==> src/rtl/exec_unit.sv <==
// exec_unit: multi-cycle ALU/shift/multiply execute stage feeding an 8x16 register file.
// Define EXEC_FAST_SHIFT_EN to replace the iterative shifter with a one-cycle barrel shifter.
module exec_unit #(
    parameter int WIDTH = 16,
    parameter int SEL_W = 3
) (
    input  logic             clk,
    input  logic             rst,
    input  logic             start,
    input  logic [2:0]       op,
    input  logic [WIDTH-1:0] opA,
    input  logic [WIDTH-1:0] opB,
    input  logic [SEL_W-1:0] destSel,
    output logic             busy,
    output logic [SEL_W-1:0] wbSel,
    output logic [WIDTH-1:0] wbData,
    output logic             wbLoad,
    output logic             zero,
    output logic             carry
);

    localparam int CNT_W = $clog2(WIDTH);

    typedef enum logic [1:0] {
        S_IDLE = 2'd0,
        S_EXEC = 2'd1,
        S_WB   = 2'd2
    } state_e;

    typedef enum logic [2:0] {
        OP_ADD = 3'b000,
        OP_SUB = 3'b001,
        OP_AND = 3'b010,
        OP_OR  = 3'b011,
        OP_XOR = 3'b100,
        OP_SHL = 3'b101,
        OP_SHR = 3'b110,
        OP_MUL = 3'b111
    } op_e;

    state_e             state_q, state_d;
    op_e                op_q, op_d;
    logic [WIDTH-1:0]   a_q, a_d;
    logic [WIDTH-1:0]   b_q, b_d;
    logic [CNT_W-1:0]   cnt_q, cnt_d;
    logic [2*WIDTH-1:0] acc_q, acc_d;
    logic [SEL_W-1:0]   sel_q, sel_d;
    logic [SEL_W-1:0]   wb_sel_q, wb_sel_d;
    logic [WIDTH-1:0]   wb_data_q, wb_data_d;
    logic               wb_load_q, wb_load_d;
    logic               zero_q, zero_d;
    logic               carry_q, carry_d;
    logic               busy_q, busy_d;
`ifndef EXEC_FAST_SHIFT_EN
    logic               carry_int_q, carry_int_d;
`endif

    logic [WIDTH-1:0]   res;
    logic               res_c;
    logic               done;
    logic [WIDTH:0]     sum;
    logic [2*WIDTH-1:0] prod;
    logic [CNT_W-1:0]   k_in;

    assign k_in = opB[CNT_W-1:0];

    // Next-state, datapath step and write-back register updates.
    always_comb begin
        state_d   = state_q;
        op_d      = op_q;
        a_d       = a_q;
        b_d       = b_q;
        cnt_d     = cnt_q;
        acc_d     = acc_q;
        sel_d     = sel_q;
        wb_sel_d  = wb_sel_q;
        wb_data_d = wb_data_q;
        zero_d    = zero_q;
        carry_d   = carry_q;
`ifndef EXEC_FAST_SHIFT_EN
        carry_int_d = carry_int_q;
`endif
        res  = '0;
        res_c = 1'b0;
        done = 1'b0;
        sum  = '0;
        prod = '0;

        unique case (state_q)
            S_IDLE: begin
                if (start) begin
                    state_d = S_EXEC;
                    op_d    = op_e'(op);
                    a_d     = opA;
                    b_d     = opB;
                    sel_d   = destSel;
                    acc_d   = {{WIDTH{1'b0}}, opB};
`ifndef EXEC_FAST_SHIFT_EN
                    carry_int_d = 1'b0;
`endif
                    if (op_e'(op) == OP_MUL) begin
                        cnt_d = CNT_W'(WIDTH - 1);
`ifndef EXEC_FAST_SHIFT_EN
                    end else if (op_e'(op) == OP_SHL || op_e'(op) == OP_SHR) begin
                        cnt_d = k_in;
`endif
                    end else begin
                        cnt_d = '0;
                    end
                end
            end
            S_EXEC: begin
                unique case (op_q)
                    OP_ADD: begin
                        {res_c, res} = {1'b0, a_q} + {1'b0, b_q};
                        done = 1'b1;
                    end
                    OP_SUB: begin
                        {res_c, res} = {1'b0, a_q} - {1'b0, b_q};
                        done = 1'b1;
                    end
                    OP_AND: begin
                        res  = a_q & b_q;
                        done = 1'b1;
                    end
                    OP_OR: begin
                        res  = a_q | b_q;
                        done = 1'b1;
                    end
                    OP_XOR: begin
                        res  = a_q ^ b_q;
                        done = 1'b1;
                    end
                    OP_SHL, OP_SHR: begin
`ifdef EXEC_FAST_SHIFT_EN
                        // Extra guard bit catches the last bit shifted out.
                        if (op_q == OP_SHL) begin
                            {res_c, res} = {1'b0, a_q} << b_q[CNT_W-1:0];
                        end else begin
                            {res, res_c} = {a_q, 1'b0} >> b_q[CNT_W-1:0];
                        end
                        done = 1'b1;
`else
                        if (cnt_q == '0) begin
                            res   = a_q;
                            res_c = carry_int_q;
                            done  = 1'b1;
                        end else begin
                            if (op_q == OP_SHL) begin
                                carry_int_d = a_q[WIDTH-1];
                                a_d = a_q << 1;
                            end else begin
                                carry_int_d = a_q[0];
                                a_d = a_q >> 1;
                            end
                            cnt_d = cnt_q - 1'b1;
                        end
`endif
                    end
                    OP_MUL: begin
                        // Right-shifting product: multiplier sits in the low half.
                        sum = {1'b0, acc_q[2*WIDTH-1:WIDTH]}
                            + (acc_q[0] ? {1'b0, a_q} : {(WIDTH+1){1'b0}});
                        prod  = {sum, acc_q[WIDTH-1:1]};
                        acc_d = prod;
                        if (cnt_q == '0) begin
                            res   = prod[WIDTH-1:0];
                            res_c = |prod[2*WIDTH-1:WIDTH];
                            done  = 1'b1;
                        end else begin
                            cnt_d = cnt_q - 1'b1;
                        end
                    end
                    default: done = 1'b1;
                endcase
                if (done) begin
                    state_d   = S_WB;
                    wb_sel_d  = sel_q;
                    wb_data_d = res;
                    zero_d    = (res == '0);
                    carry_d   = res_c;
                end
            end
            S_WB:    state_d = S_IDLE;
            default: state_d = S_IDLE;
        endcase

        wb_load_d = (state_d == S_WB);
        busy_d    = (state_d != S_IDLE);
    end

    // State and datapath registers with synchronous reset.
    always_ff @(posedge clk) begin
        if (rst) begin
            state_q   <= S_IDLE;
            op_q      <= OP_ADD;
            a_q       <= '0;
            b_q       <= '0;
            cnt_q     <= '0;
            acc_q     <= '0;
            sel_q     <= '0;
            wb_sel_q  <= '0;
            wb_data_q <= '0;
            wb_load_q <= 1'b0;
            zero_q    <= 1'b0;
            carry_q   <= 1'b0;
            busy_q    <= 1'b0;
`ifndef EXEC_FAST_SHIFT_EN
            carry_int_q <= 1'b0;
`endif
        end else begin
            state_q   <= state_d;
            op_q      <= op_d;
            a_q       <= a_d;
            b_q       <= b_d;
            cnt_q     <= cnt_d;
            acc_q     <= acc_d;
            sel_q     <= sel_d;
            wb_sel_q  <= wb_sel_d;
            wb_data_q <= wb_data_d;
            wb_load_q <= wb_load_d;
            zero_q    <= zero_d;
            carry_q   <= carry_d;
            busy_q    <= busy_d;
`ifndef EXEC_FAST_SHIFT_EN
            carry_int_q <= carry_int_d;
`endif
        end
    end

    assign busy   = busy_q;
    assign wbSel  = wb_sel_q;
    assign wbData = wb_data_q;
    assign wbLoad = wb_load_q;
    assign zero   = zero_q;
    assign carry  = carry_q;

endmodule

==> config.mk <==
export PLATFORM = sky130hd
export DESIGN_NAME = exec_unit
export DESIGN_NICKNAME = d
export VERILOG_FILES = /design/src/rtl/exec_unit.sv
export SDC_FILE = /design/constraint.sdc
export NUM_CORES = 1
export LEC_CHECK = 0
export CORE_MARGIN = 10
export CORE_UTILIZATION = 25
export CTS_CLUSTER_DIAMETER = 200
export DETAILED_ROUTE_END_ITERATION = 7
export GPL_ROUTABILITY_DRIVEN = 0
export SKIP_CTS_REPAIR_TIMING = 1
export SLEW_MARGIN = 25
export SYNTH_ARGS = -nofsm -noshare
export SYNTH_HDL_FRONTEND = slang
export SYNTH_SLANG_ARGS = --single-unit
==> constraint.sdc <==
create_clock -name clk -period 4.7 [get_ports clk]
set_input_delay 0.94 -clock clk [delete_from_list [all_inputs] [get_ports clk]]
set_output_delay 0.94 -clock clk [all_outputs]
set_load 0.05 [all_outputs]
==> results of run 1 <==
[sequential cells by signal (all words and copies together), names as in the netlist]
signal,cells
busy,1
acc_q,32
carry_int_q,1
wbLoad,1
wbData,16
state_q,2
op_q,3
cnt_q,4
zero,1
carry,1
a_q,16
b_q,16
wbSel,3
sel_q,3
[worst max-delay path, cell delays in order, from the launching register on]
cell,delay [ns]
dfxtp_1,0.64
and2_1,0.21
ha_1,0.16
inv_1,0.06
fa_1,0.38
nand2b_1,0.18
a21oi_2,0.27
o21ba_4,0.20
nor2_1,0.07
a311oi_2,0.30
nor4b_2,0.29
nand4_1,0.13
o31a_1,0.30
o311a_1,0.35
[synthesized netlist by cell type (16+ instances only)]
library cell  number  area share
a211oi_1          33       0.032
a21oi_1          111       0.072
a311oi_1          17       0.019
a31oi_1           16       0.013
and2_1            21       0.017
clkbuf_1          50       0.024
dfxtp_1          100        0.26
ha_1              65        0.10
inv_1             67       0.032
nand2_1          126       0.061
nand3_1           24       0.015
nor2_1           146       0.071
nor3_1            25       0.016
o21ai_0           36       0.023
[final cells by class]
class	count	area [µm²]	share of cell area
Multi-Input combinational cell	834	5243	0.5807
Inverter	67	251.5	0.02786
Sequential cell	100	2002	0.2218
Clock inverter	7	70.07	0.007762
Tap cell	396	495.5	0.05489
Timing Repair Buffer	78	740.7	0.08205
Clock buffer	9	225.2	0.02495
[worst max path at each step]
stage | start | end | slack (ns) | depth (start not counted)
floorplan | acc_q[0] | carry | 1.53 | 14
global placement | acc_q[0] | carry | 1.15 | 13
detailed placement | acc_q[0] | carry | 1.10 | 13
CTS | acc_q[0] | carry | 1.07 | 13
global route | acc_q[0] | carry | 0.81 | 13
finish | acc_q[0] | carry | 1.04 | 13
[power by group]
| group | leakage, µW | internal [µW] | switching [µW] | total [µW] |
|---|---|---|---|---|
| clock network | 0.000147 | 375 | 385 | 759 |
| logic | 0.00236 | 301 | 517 | 818 |
| registers | 0.000819 | 901 | 79.0 | 980 |
| total | 0.00333 | 1580 | 980 | 2560 |
[per-stage QoR]
step	cells	hold slack [ns]	util	setup WS, ns	total power (µW)
2_1_floorplan	1074	0.4322	-	1.526	1532
3_3_place_gp	1475	0.4424	0.2849	1.155	1793
3_5_place_dp	1475	0.4464	0.2853	1.101	1800
4_1_cts	1491	0.4563	0.2950	1.072	2564
5_1_grt	1491	0.4733	0.2951	0.8070	2700
6_report	1491	0.4557	0.2951	1.041	2557
[per-layer routing]
| metal | vias to the layer above | wire [µm] | track usage |
|---|---|---|---|
| li1 | 3858 | - | - |
| met1 | 3719 | 12920 | 0.1912 |
| met2 | 340 | 11290 | 0.1991 |
| met3 | 58 | 2302 | 0.03257 |
| met4 | 0 | 1298 | 0.07466 |
| met5 | - | 0 | 0 |
[cell families after synthesis]
logic type,after synthesis
multiplexers,8
buffers and inverters,140
AND/OR/NAND/NOR,404
XOR/XNOR,22
adder cells (fa/ha/maj),70
flip-flops,100
AO/OA/AOI/OAI,330
==> flow_summary.ini, run 1 <==
[status]
status = complete, no violations

[cells_and_area]
drive_above_1_share = 0.05297
final_common_cell = nor2_1
nets = 1199
fillers = 3359
final_area_um2 = 9027
insertedDiodeCount = 0
mostFrequentLayoutCells = nor2_1, nand2_1, a21oi_1, dfxtp_1, inv_1
areaGrowthSynthToFinish_pct = 16.45

[critical_path]
crit_path_end_kind = flip-flop
worst-setup-path-type = reg2reg
r2r-start = acc_q[0]
r2r_end = carry
critPathMaxFanout = 17
r2r_slack_ns = 1.04
cp_data_required_time_ns = 4.96
cp.arrival_ns = 3.92
start_kind = flip-flop
r2r_cells = 13

[clocking]
cts.htree.levels = 3
cts_sinks = 100
clk_latency_ns = 0.37
ctsRootBufferMaster = clkbuf_16
tritoncts = built
clockBufferDepth = 2
numCtsBuffers = 9
clkTransAtPathRegs_ns = 0.08

[floorplan]
fp.dieW_um = 196.1
num_rows = 64
fp.coreArea_um2 = 30590
initial_core_util = 0.2534
io_pins = 64
die_y_um = 196.1
die_area_um2 = 38450

[hold_path]
worst_hold_path.endpoint = wbSel[0]
hold_path.startpoint = wbSel[0]
worstHoldPathType = reg2reg
min_path_cells = 2

[power]
p_leak_uw = 0.003326
ir_drop_uv = 179.2
power_per_cell_area_nw_per_um2 = 283.3

[synth]
synth_nets = 1183
yosys.area_share.adder = 0.1152
synth_edf_count = 0
synth-simple-area-share = 0.2355
synthesis.area_um2 = 7752
ys_warn_count = 0
synth_xor_area_frac = 0.02485
yosys_most_used_dff = dfxtp_1
synth_top_family_by_area = compound AO/OA/AOI/OAI gates
synth.area.mux_share = 0.01065
ys_async_sr_fraction = 0
ys_seq_area_frac = 0.2582
ys_ff_latch = 100
synth-compound-area-share = 0.2855
ys_types = 72
syn-instance-count = 1074
syn_area_per_cell_um2 = 7.218

[place]
hpwl_um = 20980
port_buffers = 63
place_area_um2 = 8727

[sta]
slew_headroom = 0.3269
min_period_ns = 3.659
fmax_ghz = 0.2733
hold_viol_final = 0
post-route-period-util = 0.7784
tightest_slew_ns = 1.010
slew_violations = 0
fin_tns_setup_ns = 0
setup_viol = 0
clock_skew_ns = 0.01569
rsz0062_at_grt = no

[global_routing]
antenna_found_initial = 1
grt_pass1_vias = 7556
grt_first_pass_wirelength_um = 43180
grt_max_degree = 89
gr-usage-all-layers = 0.1403
gr-total-overflow = 0

[detailed_routing]
drc = 0
vias = 7975
drt_pass1_iterations = 5
vias_per_cell = 5.349
postRouteAntennaNets = 0
post_drt_wl_per_cell_um = 18.65
routed_wl_um = 27810
first_iter_violations = 926

[job]
drv_cap = 0
Power figures use the tool's default switching activity.
==> inputs of run 2 (changes only) <==
- clock period: 4.7 -> 3.1 ns (I/O delays scaled with it)
==> flow_summary.ini, run 2 (synthesis results as in run 1) <==
[cells_and_area]
final_common_cell = nor2_1
areaGrowthSynthToFinish_pct = 28.50
fillers = 3269
regMostFlops = acc_q
nets = 1286
fin_util = 0.3257
insertedDiodeCount = 0
drive_above_1_share = 0.1583
seq_area_um2 = 2006
largest_reg_flops = 32
mostFrequentLayoutCells = nor2_1, nand2_1, a21oi_1, buf_4, dfxtp_1
multi_input_area_um2 = 5510

[sta]
hold_viol_final = 0
whs_ns = 0.4525
tightest_slew_ns = 0.9486
slew_violations = 0
slew_headroom = 0.3676
post-route-period-util = 0.9884
clock_skew_ns = 0.01172
fmax_ghz = 0.3264
rsz0062_at_grt = yes
min_period_ns = 3.064
setup_viol = 0

[floorplan]
initial_core_util = 0.2534
fp.coreArea_um2 = 30590
die_area_um2 = 38450
fp.dieW_um = 196.1
die_y_um = 196.1
num_rows = 64
io_pins = 64

[power]
ir_drop_uv = 274.5
seqPwrFrac = 0.352
p_clk_frac = 0.290
power_per_cell_area_nw_per_um2 = 411.7
power_frac_comb = 0.359
p_int_uw = 2625
switchingPower_uw = 1477
p_leak_uw = 0.003827
swShare = 0.3601

[clocking]
cts_sinks = 100
clk_latency_ns = 0.36
clkTransAtPathRegs_ns = 0.07
cts.htree.levels = 3
clockBufferDepth = 2
tritoncts = built
numCtsBuffers = 9
ctsRootBufferMaster = clkbuf_16

[hold_path]
worstHoldPathType = reg2reg

[detailed_routing]
postRouteAntennaNets = 0
vias_per_cell = 5.232
first_iter_violations = 851
drc = 0
routed_wl_um = 28490
vias = 8251
post_drt_wl_per_cell_um = 18.06
drt_pass1_iterations = 5

[global_routing]
antenna_found_initial = 1
grt_first_pass_wirelength_um = 44450
grt_pass1_vias = 7828
gr-usage-all-layers = 0.1435
gr-total-overflow = 0
grt_max_degree = 86

[critical_path]
cp.arrival_ns = 3.31
cp_num_buf_inv = 1
worst-setup-path-type = reg2reg
crit_chain = buf_6 > and2_1 > ha_1 > o21ai_1 > or3_1 > o21ba_4 > nor2_2 > a311oi_2 > nor4b_4 > nand4_1 > o31a_1 > o311a_1
critPathMaxFanout = 12
critPathSlowestCell = or3_1
cp_data_required_time_ns = 3.35
cp_top_family = compound AO/OA/AOI/OAI gates
start_kind = flip-flop
crit_path_end_kind = flip-flop
slowest_delay_ns = 0.36

[place]
hpwl_um = 21850
port_buffers = 63

[status]
status = complete, no violations

[job]
drv_cap = 0
[run 2: power groups by stage]
stage | clock (µW) | sequential (µW) | combinational [µW]
3_5_place_dp | 0 | 1470 | 1400
6_report | 1190 | 1440 | 1470
3_3_place_gp | 0 | 1470 | 1380
2_1_floorplan | 0 | 1520 | 804
4_1_cts | 1220 | 1440 | 1400
5_1_grt | 1270 | 1450 | 1600
[run 2: per-layer routing]
metal / share of wire / track usage / up-vias
met2: 0.43 / 0.2155 / 338
met3: 0.084 / 0.02950 / 34
met1: 0.47 / 0.2023 / 3865
li1: - / - / 4014
met4: 0.017 / 0.03761 / 0
met5: 0 / 0 / -
[run 2: final timing paths]
path	slack, ns	end	cells past startpoint	from
hold reg to reg	0.45	wbData[2]	2	wbData[2]
setup / recovery	0.04	carry	12	acc_q[0]
setup reg to reg	0.04	carry	12	acc_q[0]
hold / removal	0.45	wbData[2]	2	wbData[2]
[run 2: layout make-up]
cell class	instances	area share
clock inverters	4	0.004898
clock buffers	11	0.02537
flip-flops and latches	100	0.2013
inverters	67	0.02524
repair buffers	165	0.1403
multi-input cells	834	0.5531
well taps	396	0.04974
[run 2: stage by stage]
stage / setup TNS [ns] / setup WS, ns / std cells / power [µW] / cell area (µm²)
floorplan: 0 / 0.01956 / 1074 / 2323 / 7755
global placement: -0.02550 / -0.02550 / 1556 / 2850 / 9324
detailed placement: -0.08123 / -0.08123 / 1556 / 2866 / 9324
CTS: -0.08221 / -0.08221 / 1571 / 4059 / 9625
global route: -0.1931 / -0.1180 / 1577 / 4321 / 9962
finish: 0 / 0.03593 / 1577 / 4102 / 9962
[run 2: tightest hold or removal path: stages (launching register included)]
cell and delay, ns:
dfxtp_1 0.31, nand2_1 0.05, a21oi_1 0.05
==> inputs of run 3 (changes only) <==
- clock period: 3.1 -> 3.81 ns (I/O delays scaled with it)
==> flow_summary.ini, run 3 (synthesis results as in run 1) <==
[critical_path]
crit_chain = inv_1 > ha_1 > or2_2 > a211oi_1 > o21ai_0 > xnor2_1 > a21oi_1 > o21ai_0 > nor4_1 > nand4_1 > o31ai_1
cp_num_buf_inv = 1
critPathMaxFanout = 7
r2r_slack_ns = 0.36
slowest_delay_ns = 0.55
cp_data_required_time_ns = 4.08
crit_path_end_kind = flip-flop
cp.arrival_ns = 3.71
critPathSlowestCell = a211oi_1
cp_top_family = compound AO/OA/AOI/OAI gates
start_kind = flip-flop
worst-setup-path-type = reg2reg
cp_common_cell = o21ai_0

[detailed_routing]
vias = 7943
first_iter_violations = 782
vias_per_cell = 5.285
postRouteAntennaNets = 0
post_drt_wl_per_cell_um = 18.24
drc = 0
drt_pass1_iterations = 6
routed_wl_um = 27420

[sta]
fmax_ghz = 0.2901
min_period_ns = 3.448
clock_skew_ns = 0.01888
hold_viol_final = 0
tightest_slew_ns = 0.9534
fin_tns_setup_ns = 0
rsz0062_at_grt = no
slew_headroom = 0.3589
slew_violations = 0
setup_viol = 0
post-route-period-util = 0.9049

[floorplan]
fp.dieW_um = 196.1
die_y_um = 196.1
io_pins = 64
fp.coreArea_um2 = 30590
initial_core_util = 0.2534
num_rows = 64
die_area_um2 = 38450

[cells_and_area]
regMostFlops = acc_q
nets = 1211
insertedDiodeCount = 0
final_common_cell = nor2_1
stdcell_count = 1503
areaGrowthSynthToFinish_pct = 17.66
drive_above_1_share = 0.06233
largest_reg_flops = 32
mostFrequentLayoutCells = nor2_1, nand2_1, a21oi_1, dfxtp_1, inv_1

[place]
place_inst = 1487
hpwl_um = 20960
port_buffers = 63

[status]
status = complete, no violations

[clocking]
clkTransAtPathRegs_ns = 0.08
clk_latency_ns = 0.37
ctsRootBufferMaster = clkbuf_16
numCtsBuffers = 9
cts_sinks = 100
clockBufferDepth = 2
cts.htree.levels = 3
tritoncts = built

[global_routing]
gr-total-overflow = 0
antenna_found_initial = 0
gr-usage-all-layers = 0.1372
grt_max_degree = 56
grt_pass1_vias = 7432
grt_first_pass_wirelength_um = 42480

[power]
power_per_cell_area_nw_per_um2 = 350.0
p_leak_uw = 0.003390
ir_drop_uv = 267.8

[job]
drv_cap = 0

[hold_path]
worstHoldPathType = reg2reg
[run 3: final cells by class]
cell class	instances	area (µm²)
fillers	3324	21470
multi-input cells	834	5230
flip-flops and latches	100	2002
repair buffers	90	830.8
well taps	396	495.5
inverters	67	251.5
clock buffers	9	225.2
clock inverters	7	86.33
[run 3: worst reg2reg max path: cells and delay by family, from the launching register on]
family / cells / cell delay (ns)
flops: 1 / 0.48
compound gates: 5 / 1.26
fa+ha+maj: 1 / 0.37
simple gates: 3 / 0.90
buf+inv: 1 / 0.19
xor+xnor: 1 / 0.17
[run 3: worst paths after layout]
kind | endpoint | cells past startpoint | from
hold / removal | wbSel[1] | 2 | sel_q[1]
hold reg to reg | wbSel[1] | 2 | sel_q[1]
setup / recovery | zero | 11 | a_q[1]
setup reg to reg | zero | 11 | a_q[1]
[run 3: power breakdown]
part           total [µW]  leakage [µW]  internal, µW  switching (µW)
Sequential           1200      0.000819          1110            85.8
Combinational        1040       0.00242           388             653
Clock                 954      0.000151           471             483
Total                3190       0.00339          1970            1220
[run 3: routing by layer]
| layer | global-route usage | routed length, µm |
|---|---|---|
| met1 | 0.1905 | 12830 |
| met3 | 0.02779 | 2229 |
| met5 | 0 | 0 |
| met2 | 0.2096 | 11830 |
| met4 | 0.03648 | 528 |
[run 3: metrics by stage]
| stage | power [µW] | setup slack (ns) | hold slack, ns | util | area [µm²] |
|---|---|---|---|---|---|
| 6_report | 3193 | 0.3625 | 0.4557 | 0.2982 | 9121 |
| 5_1_grt | 3349 | 0.1682 | 0.4860 | 0.2982 | 9121 |
| 4_1_cts | 3195 | 0.4518 | 0.4579 | 0.2980 | 9116 |
| 3_5_place_dp | 2238 | 0.4837 | 0.4481 | 0.2878 | 8805 |
| 3_3_place_gp | 2227 | 0.5252 | 0.4409 | 0.2878 | 8805 |
| 2_1_floorplan | 1890 | 0.6357 | 0.4322 | - | 7752 |
